File: src/rtl/fetch_controller_pkg.sv
// Shared definitions for the instruction fetch controller: state encoding and
// instruction-word constants.
package fetch_pkg;

  typedef logic [1:0] fetch_state_t;

  localparam fetch_state_t FETCH_REQ  = 2'd0;
  localparam fetch_state_t FETCH_WAIT = 2'd1;
  localparam fetch_state_t FETCH_HOLD = 2'd2;
  localparam fetch_state_t FETCH_DONE = 2'd3;

  // An all-zero word marks end of program and is never delivered downstream.
  localparam logic [31:0] ZERO_INST  = 32'h0000_0000;
  localparam int unsigned INST_BYTES = 4;

endpackage

File: src/rtl/fetch_controller_if.sv
// Fetch bus: instruction memory request/response, redirect strobe and the
// decode-side valid/ready handshake.
interface fetch_if #(
  parameter int unsigned XLEN = 32
) ();

  logic            imem_req;
  logic [XLEN-1:0] imem_addr;
  logic            imem_rvalid;
  logic [XLEN-1:0] imem_rdata;
  logic            redirect_valid;
  logic [XLEN-1:0] redirect_pc;
  logic            dec_ready;
  logic            inst_valid;
  logic [XLEN-1:0] inst;
  logic [XLEN-1:0] inst_pc;
  logic [XLEN-1:0] pc;
  logic            fetch_complete;

  modport master (
    output imem_req, imem_addr, inst_valid, inst, inst_pc, pc, fetch_complete,
    input  imem_rvalid, imem_rdata, redirect_valid, redirect_pc, dec_ready
  );

  modport slave (
    input  imem_req, imem_addr, inst_valid, inst, inst_pc, pc, fetch_complete,
    output imem_rvalid, imem_rdata, redirect_valid, redirect_pc, dec_ready
  );

endinterface

File: src/rtl/fetch_controller.sv
// Instruction fetch sequencer: owns the PC, keeps at most one memory request in
// flight, hands instructions to decode and flags end of program.
module fetch_controller
  import fetch_pkg::*;
#(
  parameter int unsigned     XLEN       = 32,
  parameter logic [XLEN-1:0] RESET_PC   = '0,
  parameter int unsigned     IMEM_WORDS = 256
) (
  input logic     clk,
  input logic     reset,
  fetch_if.master bus
);

  // One extra bit so a pc near the top of the address space cannot wrap past the bound.
  localparam logic [XLEN:0] FETCH_BOUND = (XLEN+1)'(IMEM_WORDS * INST_BYTES);

  fetch_state_t    state_q, state_d;
  logic [XLEN-1:0] pc_q, pc_d;
  logic [XLEN-1:0] inst_q, inst_d;
  logic [XLEN-1:0] inst_pc_q, inst_pc_d;
  logic            inst_valid_q, inst_valid_d;
  logic            drop_q, drop_d;
  logic            done_q, done_d;
  logic            at_bound;
  logic            outstanding;

  assign at_bound    = {1'b0, pc_q} >= FETCH_BOUND;
  assign outstanding = (state_q == FETCH_WAIT) || drop_q;

  // While a stale response is still owed, hold off the next request so only one is ever in flight.
  assign bus.imem_req = (state_q == FETCH_REQ) && !at_bound && !drop_q &&
                        !bus.redirect_valid && !reset;
  assign bus.imem_addr      = pc_q;
  assign bus.inst_valid     = inst_valid_q;
  assign bus.inst           = inst_q;
  assign bus.inst_pc        = inst_pc_q;
  assign bus.pc             = pc_q;
  assign bus.fetch_complete = done_q;

  always_comb begin
    state_d      = state_q;
    pc_d         = pc_q;
    inst_d       = inst_q;
    inst_pc_d    = inst_pc_q;
    inst_valid_d = inst_valid_q;
    drop_d       = drop_q;

    if (state_q != FETCH_DONE && bus.redirect_valid) begin
      pc_d         = bus.redirect_pc & ~XLEN'(3);
      inst_valid_d = 1'b0;
      state_d      = FETCH_REQ;
      drop_d       = outstanding && !bus.imem_rvalid;
    end else begin
      case (state_q)
        FETCH_REQ: begin
          if (drop_q) begin
            if (bus.imem_rvalid) drop_d = 1'b0;
          end else if (at_bound) begin
            state_d = FETCH_DONE;
          end else begin
            state_d = FETCH_WAIT;
          end
        end
        FETCH_WAIT: begin
          if (bus.imem_rvalid) begin
            if (drop_q) begin
              drop_d  = 1'b0;
              state_d = FETCH_REQ;
            end else if (bus.imem_rdata == XLEN'(ZERO_INST)) begin
              state_d = FETCH_DONE;
            end else begin
              inst_d       = bus.imem_rdata;
              inst_pc_d    = pc_q;
              inst_valid_d = 1'b1;
              pc_d         = pc_q + XLEN'(INST_BYTES);
              state_d      = FETCH_HOLD;
            end
          end
        end
        FETCH_HOLD: begin
          if (bus.dec_ready) begin
            inst_valid_d = 1'b0;
            state_d      = FETCH_REQ;
          end
        end
        default: ;
      endcase
    end

    done_d = done_q || (state_d == FETCH_DONE);
  end

  always_ff @(posedge clk) begin
    if (reset) begin
      state_q      <= FETCH_REQ;
      pc_q         <= RESET_PC;
      inst_q       <= '0;
      inst_pc_q    <= '0;
      inst_valid_q <= 1'b0;
      drop_q       <= 1'b0;
      done_q       <= 1'b0;
    end else begin
      state_q      <= state_d;
      pc_q         <= pc_d;
      inst_q       <= inst_d;
      inst_pc_q    <= inst_pc_d;
      inst_valid_q <= inst_valid_d;
      drop_q       <= drop_d;
      done_q       <= done_d;
    end
  end

endmodule

File: src/flat_wrapper.sv
// flat-port wrapper written by rule: the top's interface ports become plain ports
module fetch_controller_flat import fetch_pkg::*;
#(
  parameter int unsigned     XLEN       = 32,
  parameter logic [XLEN-1:0] RESET_PC   = '0,
  parameter int unsigned     IMEM_WORDS = 256
)
  (clk, reset, bus_imem_req, bus_imem_addr, bus_inst_valid, bus_inst, bus_inst_pc, bus_pc, bus_fetch_complete, bus_imem_rvalid, bus_imem_rdata, bus_redirect_valid, bus_redirect_pc, bus_dec_ready);
  fetch_if #(.XLEN(XLEN)) bus_i ();
  input logic clk;
  input logic reset;
  output wire logic [$bits(bus_i.imem_req)-1:0] bus_imem_req;
  output wire logic [$bits(bus_i.imem_addr)-1:0] bus_imem_addr;
  output wire logic [$bits(bus_i.inst_valid)-1:0] bus_inst_valid;
  output wire logic [$bits(bus_i.inst)-1:0] bus_inst;
  output wire logic [$bits(bus_i.inst_pc)-1:0] bus_inst_pc;
  output wire logic [$bits(bus_i.pc)-1:0] bus_pc;
  output wire logic [$bits(bus_i.fetch_complete)-1:0] bus_fetch_complete;
  input wire logic [$bits(bus_i.imem_rvalid)-1:0] bus_imem_rvalid;
  input wire logic [$bits(bus_i.imem_rdata)-1:0] bus_imem_rdata;
  input wire logic [$bits(bus_i.redirect_valid)-1:0] bus_redirect_valid;
  input wire logic [$bits(bus_i.redirect_pc)-1:0] bus_redirect_pc;
  input wire logic [$bits(bus_i.dec_ready)-1:0] bus_dec_ready;
  assign bus_imem_req = bus_i.imem_req;
  assign bus_imem_addr = bus_i.imem_addr;
  assign bus_inst_valid = bus_i.inst_valid;
  assign bus_inst = bus_i.inst;
  assign bus_inst_pc = bus_i.inst_pc;
  assign bus_pc = bus_i.pc;
  assign bus_fetch_complete = bus_i.fetch_complete;
  assign bus_i.imem_rvalid = bus_imem_rvalid;
  assign bus_i.imem_rdata = bus_imem_rdata;
  assign bus_i.redirect_valid = bus_redirect_valid;
  assign bus_i.redirect_pc = bus_redirect_pc;
  assign bus_i.dec_ready = bus_dec_ready;
  fetch_controller #(.XLEN(XLEN), .RESET_PC(RESET_PC), .IMEM_WORDS(IMEM_WORDS)) u_core (.clk(clk), .reset(reset), .bus(bus_i));
endmodule
File: config.mk
export PLATFORM = sky130hd
export DESIGN_NAME = fetch_controller_flat
export DESIGN_NICKNAME = d
export VERILOG_FILES = /design/src/rtl/fetch_controller_pkg.sv /design/src/rtl/fetch_controller_if.sv /design/src/rtl/fetch_controller.sv /design/src/flat_wrapper.sv
export SDC_FILE = /design/constraint.sdc
export NUM_CORES = 1
export LEC_CHECK = 0
export CELL_PAD_IN_SITES_DETAIL_PLACEMENT = 1
export CELL_PAD_IN_SITES_GLOBAL_PLACEMENT = 2
export CORE_MARGIN = 4
export CORE_UTILIZATION = 24
export DETAILED_ROUTE_END_ITERATION = 7
export PLACE_DENSITY = 0.9
export SYNTH_ARGS = -nofsm -noshare
export SYNTH_HDL_FRONTEND = slang
export SYNTH_SLANG_ARGS = --single-unit
File: constraint.sdc
create_clock -name clk -period 3.32 [get_ports clk]
set_input_delay 0.332 -clock clk [delete_from_list [all_inputs] [get_ports clk]]
set_output_delay 0.332 -clock clk [all_outputs]
set_load 0.01 [all_outputs]
-- Word-level counts from Yosys, hierarchy flattened
Index checks and enable logic that the tools add are counted.
- add/sub/neg operators: 1
- magnitude comparators: 1
- eq/ne operators: 11
- muxes and demuxes: 23
- bitwise logic cells: 3
- reductions and logical operators: 25
- operators by type and width (cell ; number):
    $mux 32 ; 5
    $add 32x3->32 const B ; 1
    $ge 32x11->1 const B ; 1
    $logic_not 32->1 ; 1
    $mux 2 ; 6
    $ne 2x2->1 const B ; 6
    $reduce_and 5->1 ; 2
    $mux 1 ; 9
    $reduce_and 4->1 ; 2
    $logic_and 1x1->1 ; 6
    $pmux 2 s3 ; 1
    $reduce_bool 2->1 ; 3
    $logic_not 1->1 ; 5
    $eq 2x2->1 const B ; 2
    $pmux 1 s2 ; 2
    $ne 3x3->1 const B ; 1
    $not 1->1 ; 3
    $reduce_bool 3->1 ; 1
    $eq 2x1->1 const B ; 1
    $logic_not 2->1 ; 1
    $logic_or 1x1->1 ; 2
    $ne 2x1->1 const B ; 1
    $reduce_and 2->1 ; 1
    $reduce_or 2->1 ; 1
- register bits after elaboration: 101
- output and inout bits: 131

-- Logic depth before layout (Yosys ltp)
- depth after elaboration: 8
- gate-level depth with buffers: 7
- gate-level depth less buffers: 7

-- Worst setup path before layout
Ideal clock, no wire load.
- path type: register to register
- start: register u_core.pc_q[10], in the netlist u_core.bus.imem_addr[10]
- end: register u_core.pc_q[27], in the netlist u_core.bus.imem_addr[27]
- setup time: 0.074 ns
- arrival: 2.020 ns
- required time: 3.246 ns
- path slack: 1.226 ns
- cell stages (with the launch flop): 6
- path buffers: 0
- period minus slack after synthesis: 2.094 ns
- path through: dfxtp_1 -> nand4_4 -> nor3_4 -> or4b_4 -> or4_1 -> a31oi_1
- longest elaborated chain between the ends: 6
- RTL lines (item ; RTL line ; RTL):
    from (decl) ; fetch_controller.sv:19 ; logic [XLEN-1:0] pc_q, pc_d;
    from (signal assigned) ; fetch_controller.sv:105 ; pc_q <= pc_d;
    $add 32x3->32 ; fetch_controller.sv:76 ; pc_d = pc_q + XLEN'(INST_BYTES);
    $mux 32 ; fetch_controller.sv:70 ; end else if (bus.imem_rdata == XLEN'(ZERO_INST)) begin
    $mux 32 ; fetch_controller.sv:67 ; if (drop_q) begin
    $mux 32 ; fetch_controller.sv:66 ; if (bus.imem_rvalid) begin
    $mux 32 ; fetch_controller.sv:55 ; case (state_q)
    $mux 32 ; fetch_controller.sv:49 ; if (state_q != FETCH_DONE && bus.redirect_valid) begin
No other way between the ends. The select of a mux whose other input is x is not followed.
A chain may end at the register's enable or synchronous reset.

-- Worst setup path in the final report
- start: register u_core.pc_q[28], in the netlist u_core.bus.imem_addr[28]
- end: output port bus_imem_req
- longest elaborated chain between the ends: 6
- RTL lines (item ; RTL line ; RTL):
    $ge 32x11->1 ; fetch_controller.sv:28 ; assign at_bound = {1'b0, pc_q} >= FETCH_BOUND;
    $logic_not 1->1 ; fetch_controller.sv:32 ; assign bus.imem_req = (state_q == FETCH_REQ) && !at_bound && !drop_q &&
    $logic_and 1x1->1 (3 in a row) ; fetch_controller.sv:32 ;
    $logic_and 1x1->1 ; fetch_controller.sv:33 ; !bus.redirect_valid && !reset;
    to (decl) ; flat_wrapper.sv:12 ; output wire logic [$bits(bus_i.imem_req)-1:0] bus_imem_req;
No other way between the ends.

==> flow_metrics.py <==
metrics = {
    "outcome": {
        "outcome": "finished clean",
    },
    "synth": {
        "yosys.area_share.adder_pct": 0.5496,
        "synthMuxAreaShare_pct": 0,
        "synthSimpleGateAreaFrac_pct": 23.44,
        "netlist_area_sq_mm": 0.004553,
        "yosys.area_share.xor_xnor_pct": 3.078,
        "ys.flop_type": "dfxtp_1",
        "synth_top_family_by_area": "simple AND/OR/NAND/NOR gates",
        "synthCells": 573,
        "synth_seq_cells": 97,
        "synth_enable_flop_cells": 0,
        "synth_compound_area_share_pct": 20.53,
        "ys_seq_area_share_pct": 42.65,
        "avgSynthCellArea_sq_um": 7.946,
        "async_reset_ff_share_pct": 0,
        "ys.warnings.count": 0,
        "synth_cell_types": 48,
    },
    "timing": {
        "fin_crit_ns": 2.844,
        "finalSetupViolCount": 0,
        "rsz0062_at_grt": "false",
        "fin_skew_ns": 0.007041,
        "final.setup.tns_ns": 0,
        "fin_crit_sh_pct": 85.68,
        "tightest_slew_ns": 1.036,
        "drv_slew": 0,
        "fmax_mhz": 351.6,
        "maxSlewHeadroom_pct": 30.69,
        "timing_hold_violations_final": 0,
    },
    "clock_network": {
        "cts_setup_buffers": 0,
        "cts_hold_buf": 0,
        "cts_buffers": 9,
        "cts.path.max_buffers": 2,
        "clock-root-buffer": "clkbuf_16",
        "cts_sinks": 97,
        "post_cts_resized": 0,
        "insertion_delay_ns": 0.35,
        "cts_tree": "done",
        "clkTransAtPathRegs_ns": 0.07,
        "h-tree-depth": 3,
    },
    "floorplan": {
        "pin_count": 200,
        "die_height_um": 145.7,
        "start_util_pct": 24.34,
        "placementRows": 50,
        "die_w_um": 145.7,
        "dieArea_sq_mm": 0.02124,
        "core_area_sq_mm": 0.01871,
    },
    "placement": {
        "placed_cell_area_sq_mm": 0.006472,
        "numPortBuffers": 191,
        "placed_cells": 942,
        "place_congestion": 0.8047,
        "detailed_place_hpwl_um": 12380,
    },
    "critical_path": {
        "cpPeakStageDelay_ns": 0.54,
        "path_class": "flop to output port",
        "crit_required_ns": 2.99,
        "crit_fanout": 7,
        "worstSetupEndpointType": "output port",
        "path_cells": "nor4_1 > nand4_1 > nor3_1 > and3_1 > clkdlybuf4s50_1",
        "cpMaxStageDelayCell": "clkdlybuf4s50_1",
        "cp-start-kind": "flop",
        "arrival_ns": 2.51,
    },
    "power_and_ir_drop": {
        "peakVddDrop_v": 0.0002412,
        "total_leakage_power_nw": 2.194,
        "power.total_w": 0.002895,
        "powerDensity_mw_per_mm2": 426.0,
    },
    "layout": {
        "postLayoutCoreUtil_pct": 36.33,
        "final_cells": 958,
        "nNetsFinal": 790,
        "syn2layout_area_growth_pct": 49.27,
        "nFillCells": 2209,
        "design_area_sq_mm": 0.006797,
        "antenna_cells": 0,
        "drive_gt1_share_pct": 4.834,
    },
    "routing": {
        "routed_wirelength_um": 17370,
        "drt_iter0_drc": 183,
        "drt-wirelength-per-cell_um": 18.13,
        "via_per_inst": 4.900,
        "vias": 4694,
        "dr.pass1.iters": 6,
        "ant_nets": 0,
        "drc": 0,
    },
    "grt": {
        "grt_usage_pct": 15.93,
        "grt_pass1_vias": 4572,
        "grt_start_max_net_pins": 73,
        "overflow": 0,
        "antenna_found_initial": 0,
        "grt_pass1_wl_um": 26810,
    },
    "hold_path": {
        "hp-class": "input port to flop",
    },
    "job": {
        "maxCapViolCount": 0,
    },
}
[area by class of cell]
cell class,count,area (sq um),area share (%)
Clock buffer,14,264.0,3.884
Timing Repair Buffer,200,1999,29.42
Tap cell,234,292.8,4.308
Clock inverter,2,60.06,0.8837
Multi-Input combinational cell,400,2197,32.33
Sequential cell,97,1942,28.57
Inverter,11,41.29,0.6075
[final timing paths]
path,startpoint,endpoint,slack [ns],cells past startpoint
hold reg to reg,u_core.bus.inst[19]$_SDFFE_PP0P_,u_core.bus.inst[19]$_SDFFE_PP0P_,0.45,2
hold / removal,reset,u_core.bus.inst_valid$_SDFFE_PP0P_,0.37,3
setup / recovery,u_core.bus.imem_addr[28]$_SDFFE_PP0P_,bus_imem_req,0.48,5
setup reg to reg,u_core.bus.imem_addr[5]$_SDFFE_PP0P_,u_core.bus.imem_addr[17]$_SDFFE_PP0P_,0.87,5
[worst max-delay path: cells and delay by family (launching register included)]
family / cells / cell delay (ns)
AND/OR/NAND/NOR: 4 / 1.20
buffers and inverters: 1 / 0.54
flip-flops: 1 / 0.42
[layout by cell type, fill, tap and decap left out, drive strengths merged, types with 5 or more instances in the layout]
cell,count
clkbuf,14
dfxtp,97
o31ai,6
clkdlybuf4s50,190
or3,6
a21oi,73
nor3,6
nor2,14
nand3,5
a211oi,8
a31oi,12
or4,8
nand2,139
o2111ai,10
inv,11
nor4,15
nand4,11
xor2,8
buf,10
and4,5
xnor2,8
o21ai,28
conb,6
[layer usage]
metal  vias up  part of all wire, %  global-route usage (%)
li1       2275                    -                       -
met2       146                   47                   26.40
met4         0                  1.4                   4.653
met5         -                    0                       0
met3        15                  5.6                   3.488
met1      2258                   46                   20.86
[cells in the mapped netlist (all sizes together) (10+ instances only)]
| cell | number | area [sq um] |
|---|---|---|
| nor4 | 15 | 93.84 |
| buf | 37 | 275.3 |
| clkbuf | 33 | 123.9 |
| nor2 | 14 | 52.55 |
| o2111ai | 10 | 87.58 |
| o21ai | 28 | 140.1 |
| a21oi | 73 | 365.4 |
| inv | 11 | 41.29 |
| a31oi | 12 | 75.07 |
| nand4 | 11 | 83.83 |
| nand2 | 139 | 521.8 |
| dfxtp | 97 | 1942 |
[stage by stage]
stage          setup WS (ns)  hold slack (ns)
3_3_place_gp          0.4348           0.4409
6_report              0.4755           0.3678
4_1_cts               0.4110           0.3503
3_5_place_dp          0.4282           0.4458
5_1_grt               0.3963           0.3738
2_1_floorplan          1.226           0.4546
[where the power goes]
part | internal, W | switching (W) | leakage [nW]
sequential | 0.00121 | 0.0000884 | 0.791
combinational | 0.000242 | 0.000195 | 1.25
clock | 0.000704 | 0.000457 | 0.157
[cells by family after synthesis]
| logic type | after synthesis |
|---|---|
| and+or+nand+nor | 222 |
| other | 1 |
| AOI/OAI and AO/OA | 154 |
| buffers and inverters | 81 |
| adders and majority gates | 2 |
| DFF | 97 |
| xor gates and xnor gates | 16 |
[registers in the layout, summed over array words and instances (netlist names)]
register and cells:
u_core.bus.inst 32, u_core.bus.inst_pc 30, u_core.bus.inst_valid 1, u_core.drop_q 1, u_core.bus.fetch_complete 1, u_core.state_q 2
u_core.bus.imem_addr 30
(Power assumes the default switching activity.)
